<file path="src/rtl/uram_row_arbiter_pkg.sv">
// Shared state encoding, default URAM widths and pointer helper for the row URAM arbiter.
// Pure declarations: no latency, no backpressure.
package uram_row_arbiter_pkg;

    localparam int URAM_ADDR_W = 12;
    localparam int URAM_DATA_W = 32;

    typedef enum logic [1:0] {
        ARB_IDLE    = 2'd0,
        ARB_GRANTED = 2'd1,
        ARB_RELEASE = 2'd2
    } arb_state_e;

    function automatic int rr_next(input int idx, input int n);
        return (idx == n - 1) ? 0 : idx + 1;
    endfunction

endpackage

</file>
<file path="src/rtl/uram_row_arbiter_rr_picker.sv">
// Combinational round-robin first-one search starting at ptr_i; zero latency.
// No backpressure: vld_o simply drops when no request is present.
module rr_picker #(
    parameter  int N     = 4,
    localparam int IDX_W = $clog2(N)
) (
    input  logic [N-1:0]     req_i,
    input  logic [IDX_W-1:0] ptr_i,
    output logic [N-1:0]     gnt_o,
    output logic [IDX_W-1:0] idx_o,
    output logic             vld_o
);

    always_comb begin : p_pick
        int k;
        k     = 0;
        gnt_o = '0;
        idx_o = '0;
        vld_o = 1'b0;
        for (int i = 0; i < N; i++) begin
            k = (int'(ptr_i) + i) % N;
            if (!vld_o && req_i[IDX_W'(k)]) begin
                vld_o              = 1'b1;
                idx_o              = IDX_W'(k);
                gnt_o[IDX_W'(k)]   = 1'b1;
            end
        end
    end

endmodule

</file>
<file path="src/rtl/uram_row_arbiter.sv">
// Round-robin owner of a row's shared URAM port; grant and URAM outputs registered, 1-cycle latency.
// No backpressure: losers wait on req. Optional grant timeout under ARB_GRANT_TIMEOUT_EN.
module uram_row_arbiter
    import uram_row_arbiter_pkg::*;
#(
    parameter int NUM_CORES     = 4,
    parameter int ADDR_W        = URAM_ADDR_W,
    parameter int DATA_W        = URAM_DATA_W,
    parameter int GRANT_TIMEOUT = 64
) (
    input  logic                                clk,
    input  logic                                reset,
    input  logic [NUM_CORES-1:0]                i_core_req,
    input  logic [NUM_CORES-1:0]                i_core_locked,
    output logic [NUM_CORES-1:0]                o_core_grant,
    input  logic [NUM_CORES-1:0]                i_core_uram_en,
    input  logic [NUM_CORES-1:0]                i_core_uram_wr_en,
    input  logic [NUM_CORES-1:0][ADDR_W-1:0]    i_core_uram_addr,
    input  logic [NUM_CORES-1:0][DATA_W-1:0]    i_core_uram_wr_data,
    output logic                                o_URAM_en,
    output logic                                o_URAM_wr_en,
    output logic [ADDR_W-1:0]                   o_URAM_addr,
    output logic [DATA_W-1:0]                   o_URAM_wr_data,
    input  logic                                i_uram_emptied,
    output logic [NUM_CORES-1:0]                o_core_uram_emptied,
    output logic [$clog2(NUM_CORES)-1:0]        o_owner,
    output logic                                o_grant_timeout
);

    localparam int IDX_W = $clog2(NUM_CORES);

    arb_state_e             state_q;
    logic [NUM_CORES-1:0]   grant_q;
    logic [IDX_W-1:0]       owner_q;
    logic [IDX_W-1:0]       rr_q;
    logic [IDX_W-1:0]       rr_d;
    logic                   seen_locked_q;
    logic                   uram_en_q;
    logic                   uram_wr_en_q;
    logic [ADDR_W-1:0]      uram_addr_q;
    logic [DATA_W-1:0]      uram_wr_data_q;
    logic                   emptied_q;

    logic [NUM_CORES-1:0]   pick_gnt;
    logic [IDX_W-1:0]       pick_idx;
    logic                   pick_vld;
    logic                   owner_req;
    logic                   owner_locked;

`ifdef ARB_GRANT_TIMEOUT_EN
    localparam int CNT_W = $clog2(GRANT_TIMEOUT + 1);
    logic [CNT_W-1:0]       cnt_q;
    logic                   timeout_q;
    assign o_grant_timeout = timeout_q;
`else
    // Timeout disabled: the parameter stays on the interface so both builds share one port map.
    logic unused_grant_timeout;
    assign unused_grant_timeout = (GRANT_TIMEOUT > 0);
    assign o_grant_timeout      = 1'b0;
`endif

    rr_picker #(.N(NUM_CORES)) u_picker (
        .req_i (i_core_req),
        .ptr_i (rr_q),
        .gnt_o (pick_gnt),
        .idx_o (pick_idx),
        .vld_o (pick_vld)
    );

    assign owner_req    = i_core_req[owner_q];
    assign owner_locked = i_core_locked[owner_q];
    assign rr_d         = IDX_W'(rr_next(int'(owner_q), NUM_CORES));

    always_ff @(posedge clk) begin
        if (reset) begin
            state_q        <= ARB_IDLE;
            grant_q        <= '0;
            owner_q        <= '0;
            rr_q           <= '0;
            seen_locked_q  <= 1'b0;
            uram_en_q      <= 1'b0;
            uram_wr_en_q   <= 1'b0;
            uram_addr_q    <= '0;
            uram_wr_data_q <= '0;
            emptied_q      <= 1'b0;
`ifdef ARB_GRANT_TIMEOUT_EN
            cnt_q          <= '0;
            timeout_q      <= 1'b0;
`endif
        end else begin
            emptied_q <= i_uram_emptied;
`ifdef ARB_GRANT_TIMEOUT_EN
            timeout_q <= 1'b0;
`endif
            // Only the owner drives the port, and only while its tenure is live.
            if (state_q == ARB_GRANTED) begin
                uram_en_q      <= i_core_uram_en[owner_q];
                uram_wr_en_q   <= i_core_uram_wr_en[owner_q];
                uram_addr_q    <= i_core_uram_addr[owner_q];
                uram_wr_data_q <= i_core_uram_wr_data[owner_q];
            end else begin
                uram_en_q      <= 1'b0;
                uram_wr_en_q   <= 1'b0;
            end

            case (state_q)
                ARB_GRANTED: begin
                    if (owner_locked) begin
                        seen_locked_q <= 1'b1;
                    end else if (seen_locked_q || !owner_req) begin
                        state_q <= ARB_RELEASE;
                        grant_q <= '0;
                        rr_q    <= rr_d;
`ifdef ARB_GRANT_TIMEOUT_EN
                    end else if (cnt_q == CNT_W'(GRANT_TIMEOUT - 1)) begin
                        state_q   <= ARB_RELEASE;
                        grant_q   <= '0;
                        rr_q      <= rr_d;
                        timeout_q <= 1'b1;
                    end else begin
                        cnt_q <= cnt_q + 1'b1;
`endif
                    end
                end
                // IDLE and RELEASE both arbitrate, so back-to-back tenures see a single idle cycle.
                default: begin
                    if (pick_vld) begin
                        state_q       <= ARB_GRANTED;
                        grant_q       <= pick_gnt;
                        owner_q       <= pick_idx;
                        seen_locked_q <= 1'b0;
`ifdef ARB_GRANT_TIMEOUT_EN
                        cnt_q         <= '0;
`endif
                    end else begin
                        state_q <= ARB_IDLE;
                    end
                end
            endcase
        end
    end

    assign o_core_grant        = grant_q;
    assign o_owner             = owner_q;
    assign o_URAM_en           = uram_en_q;
    assign o_URAM_wr_en        = uram_wr_en_q;
    assign o_URAM_addr         = uram_addr_q;
    assign o_URAM_wr_data      = uram_wr_data_q;
    assign o_core_uram_emptied = {NUM_CORES{emptied_q}};

endmodule

</file>
<file path="config.mk">
export PLATFORM = sky130hd
export DESIGN_NAME = uram_row_arbiter
export DESIGN_NICKNAME = d
export VERILOG_FILES = /design/src/rtl/uram_row_arbiter_pkg.sv /design/src/rtl/uram_row_arbiter_rr_picker.sv /design/src/rtl/uram_row_arbiter.sv
export SDC_FILE = /design/constraint.sdc
export NUM_CORES = 1
export LEC_CHECK = 0
export CORE_ASPECT_RATIO = 1.4
export CORE_MARGIN = 2
export CORE_UTILIZATION = 33
export DETAILED_ROUTE_END_ITERATION = 16
export GPL_ROUTABILITY_DRIVEN = 0
export HOLD_SLACK_MARGIN = 0.03
export PLACE_DENSITY_LB_ADDON = 0.12
export SYNTH_ARGS = -nofsm -noshare
export SYNTH_HDL_FRONTEND = slang
export SYNTH_SLANG_ARGS = --single-unit
export TNS_END_PERCENT = 20
</file>
<file path="constraint.sdc">
create_clock -name clk -period 2.4 [get_ports clk]
set_input_delay 0.48 -clock clk [delete_from_list [all_inputs] [get_ports clk]]
set_output_delay 0.48 -clock clk [all_outputs]
set_load 0.01 [all_outputs]
</file>
==> impl_metrics.yaml, run 1 <==
status:
  status: "finished, final reports clean"
cells_and_area:
  multi_input_area_um2: 2430
  regArea_um2: 1170
  final_cells: 774
  utilization_pct: 60.0
  n_fill_cell: 987
  layout_commonest_cell: "clkdlybuf4s50_1"
  layout-drive-gt1-share_pct: 15.4
  fin_nets: 830
  layout-area-overhead-vs-synth_pct: 78.4
  final_cell_mix: "clkdlybuf4s50_1, nand2_1, dfxtp_1"
  diodes: 0
logic_synthesis:
  synth_seq_cells: 58
  syn_area_per_cell_um2: 9.80
  synthArstFlopShare_pct: 0
  synth_top_area_share_pct: 30.8
  ys_top_cells_by_area: "dfxtp_1, mux4_2, nand2_1"
  synthCells: 385
  seq_area_frac_synth_pct: 30.8
  syn_area_um2: 3770
  yosysWarnings: 0
  syn_nets: 589
  synth_top_flop_cell: "dfxtp_1"
  ys_types: 46
  synth_edf_count: 0
  yosys.area.top_type: "dfxtp_1"
power:
  p_total_mw: 3.98
  leakage_nw: 2.38
  peakVddDrop_mv: 0.348
  p_per_area_nw_per_um2: 591
hold_path:
  whs_path_depth: 2
  min_to: "o_URAM_wr_data[13]"
  min_path_type: "flop to flop"
  min_from: "o_URAM_wr_data[13]"
floorplan:
  fp.dieArea_um2: 12300
  row_count: 46
  die_w_um: 94.4
  ios: 252
  fp.dieH_um: 131
  initial_core_util_pct: 33.6
  core_area_um2: 11200
timing:
  clock.fmax_ghz: 0.453
  fin_crit_sh_pct: 91.9
  maxSlewViolCount: 0
  tns_ns: 0
  hold_ws_ns: 0.451
  tightestPinTransition_ns: 0.659
  relSlewSlack_pct: 56.1
  period_minus_slack_ns: 2.21
  skew_ns: 0.0104
  rsz0062_at_grt: "no"
  hold_viol: 0
  setup_viol: 0
clock_tree:
  hold_buffers: 0
  ctsResizeCount: 0
  cts_tree: "yes"
  cts_max_level: 3
  insertion_delay_ns: 0.32
  clkTransAtPathRegs_ns: 0.05
  cts_sinks: 58
  cts_made_buffers: 9
  ctsLongestPathBuffers: 2
  cts_setup_buffers: 0
  cts-root-buf: "clkbuf_16"
routing:
  first_pass_iters: 4
  drtIter0Drc: 168
  vias_per_cell: 5.14
  wire_per_inst_um: 18.8
  detail-route-antenna-nets: 0
  drc: 0
  routed_wl_mm: 14.6
  dr_total_vias: 3982
critical_path:
  end_kind: "flop"
  required_ns: 2.64
  crit_fanout: 12
  r2r_start: "rr_q[1]"
  cpPeakStageDelay_ns: 0.56
  cp_cell_sequence: "inv_1, ha_4, mux4_2, or3b_1, a211oi_2, a2111oi_1, o2bb2ai_1"
  worstSetupStartpointType: "flop"
  regToRegSetupSlack_ns: 0.19
  slowest_stage: "mux4_2"
  worstPathArrival_ns: 2.45
  critPathKind: "flop to flop"
  worstRegToRegCells: 7
  r2r_end: "o_core_grant[1]"
global_routing:
  grt_max_degree: 54
  grt_use_met2_pct: 41.1
  met3_usage_pct: 7.45
  grtUsageMet1_pct: 24.7
  grt_busiest_layer: "met2"
  grt_pass1_vias: 3855
  grt_pass1_wl_mm: 21.0
  antenna_found_initial: 0
  grt_util_all_layers_pct: 22.5
  grt_overflow: 0
placed_design:
  port_buffers: 250
  dp_cells: 759
  place_hpwl_mm: 11.4
flow_run:
  cap_viol_max_count: 0
[cells in the mapped netlist (3+ instances only)]
cell and count:
nand3b_1 3, nand4_1 3, nor3b_1 3, o21ai_0 3, dfxtp_1 58, nor2_1 8, o2bb2ai_1 4, a211oi_1 3
buf_4 6, clkbuf_1 21, nand3_1 3, a21oi_1 50, mux4_2 50, buf_1 4, o21ai_1 3, or3b_1 4
nand2_1 94, ha_1 9, nor2b_1 4, mux2i_1 5, nand2b_1 3, buf_2 10
[critical path: cells and delay by family, from the launching register on]
kind / cells / cell delay, ns
multiplexers: 1 / 0.56
AO/OA/AOI/OAI: 3 / 0.44
AND/OR/NAND/NOR: 1 / 0.38
adder cells (fa/ha/maj): 1 / 0.35
flip-flops: 1 / 0.32
buffers and inverters: 1 / 0.08
[stage by stage]
stage / area (um^2) / setup WS (ns)
after floorplan: 3810 / 0.00571
after global placement: 6460 / 0.0230
after detailed placement: 6460 / -0.0165
after CTS: 6730 / 0.196
after global routing: 6730 / 0.0591
final: 6730 / 0.194
[area by class of cell]
class | instances | share of cell area (%)
flip-flops and latches | 58 | 17.3
well taps | 144 | 2.68
repair buffers | 271 | 39.6
inverters | 4 | 0.223
multi-input cells | 282 | 36.1
clock inverters | 2 | 0.167
clock buffers | 13 | 3.87
[how the worst max path moves through the flow]
stage	end	cells after the start	slack (ns)	from
final	o_core_grant[1]	7	0.19	rr_q[1]
after global routing	o_core_grant[0]	8	0.06	rr_q[1]
after CTS	o_core_grant[1]	7	0.20	rr_q[1]
after detailed placement	o_core_grant[1]	6	-0.02	i_core_req[0]
after global placement	o_core_grant[1]	6	0.02	i_core_req[0]
after floorplan	o_core_grant[1]	9	0.006	rr_q[0]
[state kept, by name, summed over array words and instances, names as in the netlist]
signal,flops
rr_q,2
o_URAM_en,1
o_core_grant,4
o_URAM_wr_data,32
state_q,2
seen_locked_q,1
o_owner,2
o_URAM_addr,12
o_URAM_wr_en,1
emptied_q,1
[cells by family (layout without fill, tap and decap cells)]
| logic type | count (synthesis) | in the layout | share of synthesized area (%) |
|---|---|---|---|
| and+or+nand+nor | 137 | 137 | 16.4 |
| muxes | 57 | 57 | 31.8 |
| xor gates and xnor gates | 1 | 1 | 0.232 |
| buffers and inverters | 45 | 290 | 5.40 |
| other | 1 | 1 | 0.0994 |
| adders and majority gates | 9 | 9 | 2.98 |
| DFF | 58 | 58 | 30.8 |
| AOI/OAI and AO/OA | 77 | 77 | 12.3 |
[power by group]
part           internal, mW  switching (mW)  total, mW
logic                 0.971           0.681       1.65
registers              1.09          0.0752       1.17
clock network         0.746           0.412       1.16
[metal layers]
layer / part of all wire, % / wire [um]
met1: 36 / 5170
met2: 54 / 7930
met3: 8.6 / 1250
met4: 1.4 / 208
met5: 0 / 0
Power figures use the tool's default switching activity.
==> run 2, diff against run 1 <==
- CORE_MARGIN: 2 -> unset
- REMOVE_ABC_BUFFERS: unset -> 1
==> run 2 against run 1 <==
Compared with the run above:
- clock skew fell by 0.0052 ns
- total power is 1.5% higher
- hold slack about the same
- utilization grew 1.6 points
- global-route usage is 1.3 points higher
- die area is 3.6% lower
- maximum frequency decreased by 1.0%
- largest cell class unchanged
- setup slack got worse by 0.023 ns
- first-iteration DRC count shrank 23%
- critical path depth unchanged
- cell count unchanged
==> impl_metrics.yaml, run 2 (synthesized netlist as in run 1, its figures left out) <==
routing:
  routed_wl_mm: 14.4
  wire_per_inst_um: 18.6
  first_pass_iters: 4
  drtIter0Drc: 130
  detail-route-antenna-nets: 0
  dr_total_vias: 4013
  drc: 0
  vias_per_cell: 5.18
clock_tree:
  hold_buffers: 0
  cts_setup_buffers: 0
  cts_tree: "yes"
  insertion_delay_ns: 0.31
  cts_sinks: 58
  ctsResizeCount: 0
  cts_max_level: 3
  cts_made_buffers: 9
  cts-root-buf: "clkbuf_16"
  clkTransAtPathRegs_ns: 0.05
  ctsLongestPathBuffers: 2
flow_run:
  cap_viol_max_count: 0
timing:
  setup_viol: 0
  rsz0062_at_grt: "no"
  clock.fmax_ghz: 0.449
  hold_viol: 0
  tns_ns: 0
  fin_crit_sh_pct: 92.9
  skew_ns: 0.00522
  period_minus_slack_ns: 2.23
  maxSlewViolCount: 0
cells_and_area:
  diodes: 0
  layout-area-overhead-vs-synth_pct: 79.2
  utilization_pct: 61.6
  layout-drive-gt1-share_pct: 15.8
  fin_area_um2: 6760
  n_fill_cell: 981
  largest_register_ffs: 32
  final_cell_mix: "clkdlybuf4s50_1, nand2_1, dfxtp_1"
  fin_nets: 834
  layout_commonest_cell: "clkdlybuf4s50_1"
critical_path:
  end_kind: "flop"
  slowest_stage: "mux4_2"
  regToRegSetupSlack_ns: 0.17
  crit_fanout: 4
  critPathKind: "flop to flop"
  required_ns: 2.64
  cp_cell_sequence: "inv_2, ha_1, mux4_2, or3b_1, a211oi_2, a2111oi_1, o2bb2ai_1"
  worstPathArrival_ns: 2.47
  cpPeakStageDelay_ns: 0.57
  worstSetupStartpointType: "flop"
hold_path:
  min_path_type: "flop to flop"
global_routing:
  grt_overflow: 0
  grt_pass1_vias: 4059
  grt_pass1_wl_mm: 21.7
  grt_max_degree: 48
  antenna_found_initial: 0
  grt_util_all_layers_pct: 23.8
power:
  leakage_nw: 2.41
  peakVddDrop_mv: 0.395
  p_per_area_nw_per_um2: 597
floorplan:
  initial_core_util_pct: 34.4
  core_area_um2: 11000
  ios: 252
  fp.dieArea_um2: 11900
  fp.dieH_um: 129
  row_count: 45
  die_w_um: 92.4
placed_design:
  placed_area_um2: 6470
  port_buffers: 250
  place_hpwl_mm: 11.3
status:
  status: "finished, final reports clean"
## run 2: path summary, 6_finish.rpt
| check | start | end | cells past startpoint |
|---|---|---|---|
| worst max register to register | rr_q[0] | o_core_grant[1] | 7 |
| worst max-delay path | rr_q[0] | o_core_grant[1] | 7 |
| worst min register to register | o_URAM_wr_data[31] | o_URAM_wr_data[31] | 2 |
| worst min-delay path | o_URAM_wr_data[31] | o_URAM_wr_data[31] | 2 |
## run 2: cell type report
cell class | instances | area, um^2 | share of cell area, %
Timing Repair Buffer | 275 | 2700 | 39.9
Multi-Input combinational cell | 282 | 2420 | 35.8
Sequential cell | 58 | 1170 | 17.2
Clock inverter | 2 | 10.0 | 0.148
Tap cell | 141 | 176 | 2.61
Clock buffer | 12 | 278 | 4.11
Inverter | 4 | 15.0 | 0.222
## run 2: power breakdown
group | total (mW) | internal, mW | switching (mW)
clock network | 1.20 | 0.800 | 0.399
logic | 1.66 | 0.975 | 0.683
registers | 1.18 | 1.09 | 0.0883
## run 2: worst max-delay path: cells and delay by family, from the launching register on
family	cells	cell delay (ns)
AOI/OAI and AO/OA	3	0.45
adders and majority gates	1	0.35
buffers and inverters	1	0.05
DFF	1	0.35
muxes	1	0.57
and+or+nand+nor	1	0.39
## run 2: metrics by stage
| step | hold slack, ns | power, mW | worst slack, ns | std cells |
|---|---|---|---|---|
| 2_1_floorplan | 0.465 | 2.02 | -1.28 | 344 |
| 3_3_place_gp | 0.442 | 2.84 | 0.0412 | 760 |
| 3_5_place_dp | 0.447 | 2.86 | -0.0191 | 760 |
| 4_1_cts | 0.454 | 4.08 | 0.165 | 774 |
| 5_1_grt | 0.462 | 4.25 | 0.0672 | 774 |
| 6_report | 0.451 | 4.04 | 0.171 | 774 |
## run 2: metal layers
metal | track usage, % | vias up | part of all wire, %
met5 | 0 | - | 0
met4 | 8.27 | 0 | 1.9
met3 | 5.67 | 19 | 7.6
met2 | 44.1 | 168 | 53
met1 | 26.3 | 1922 | 37
li1 | - | 1904 | -
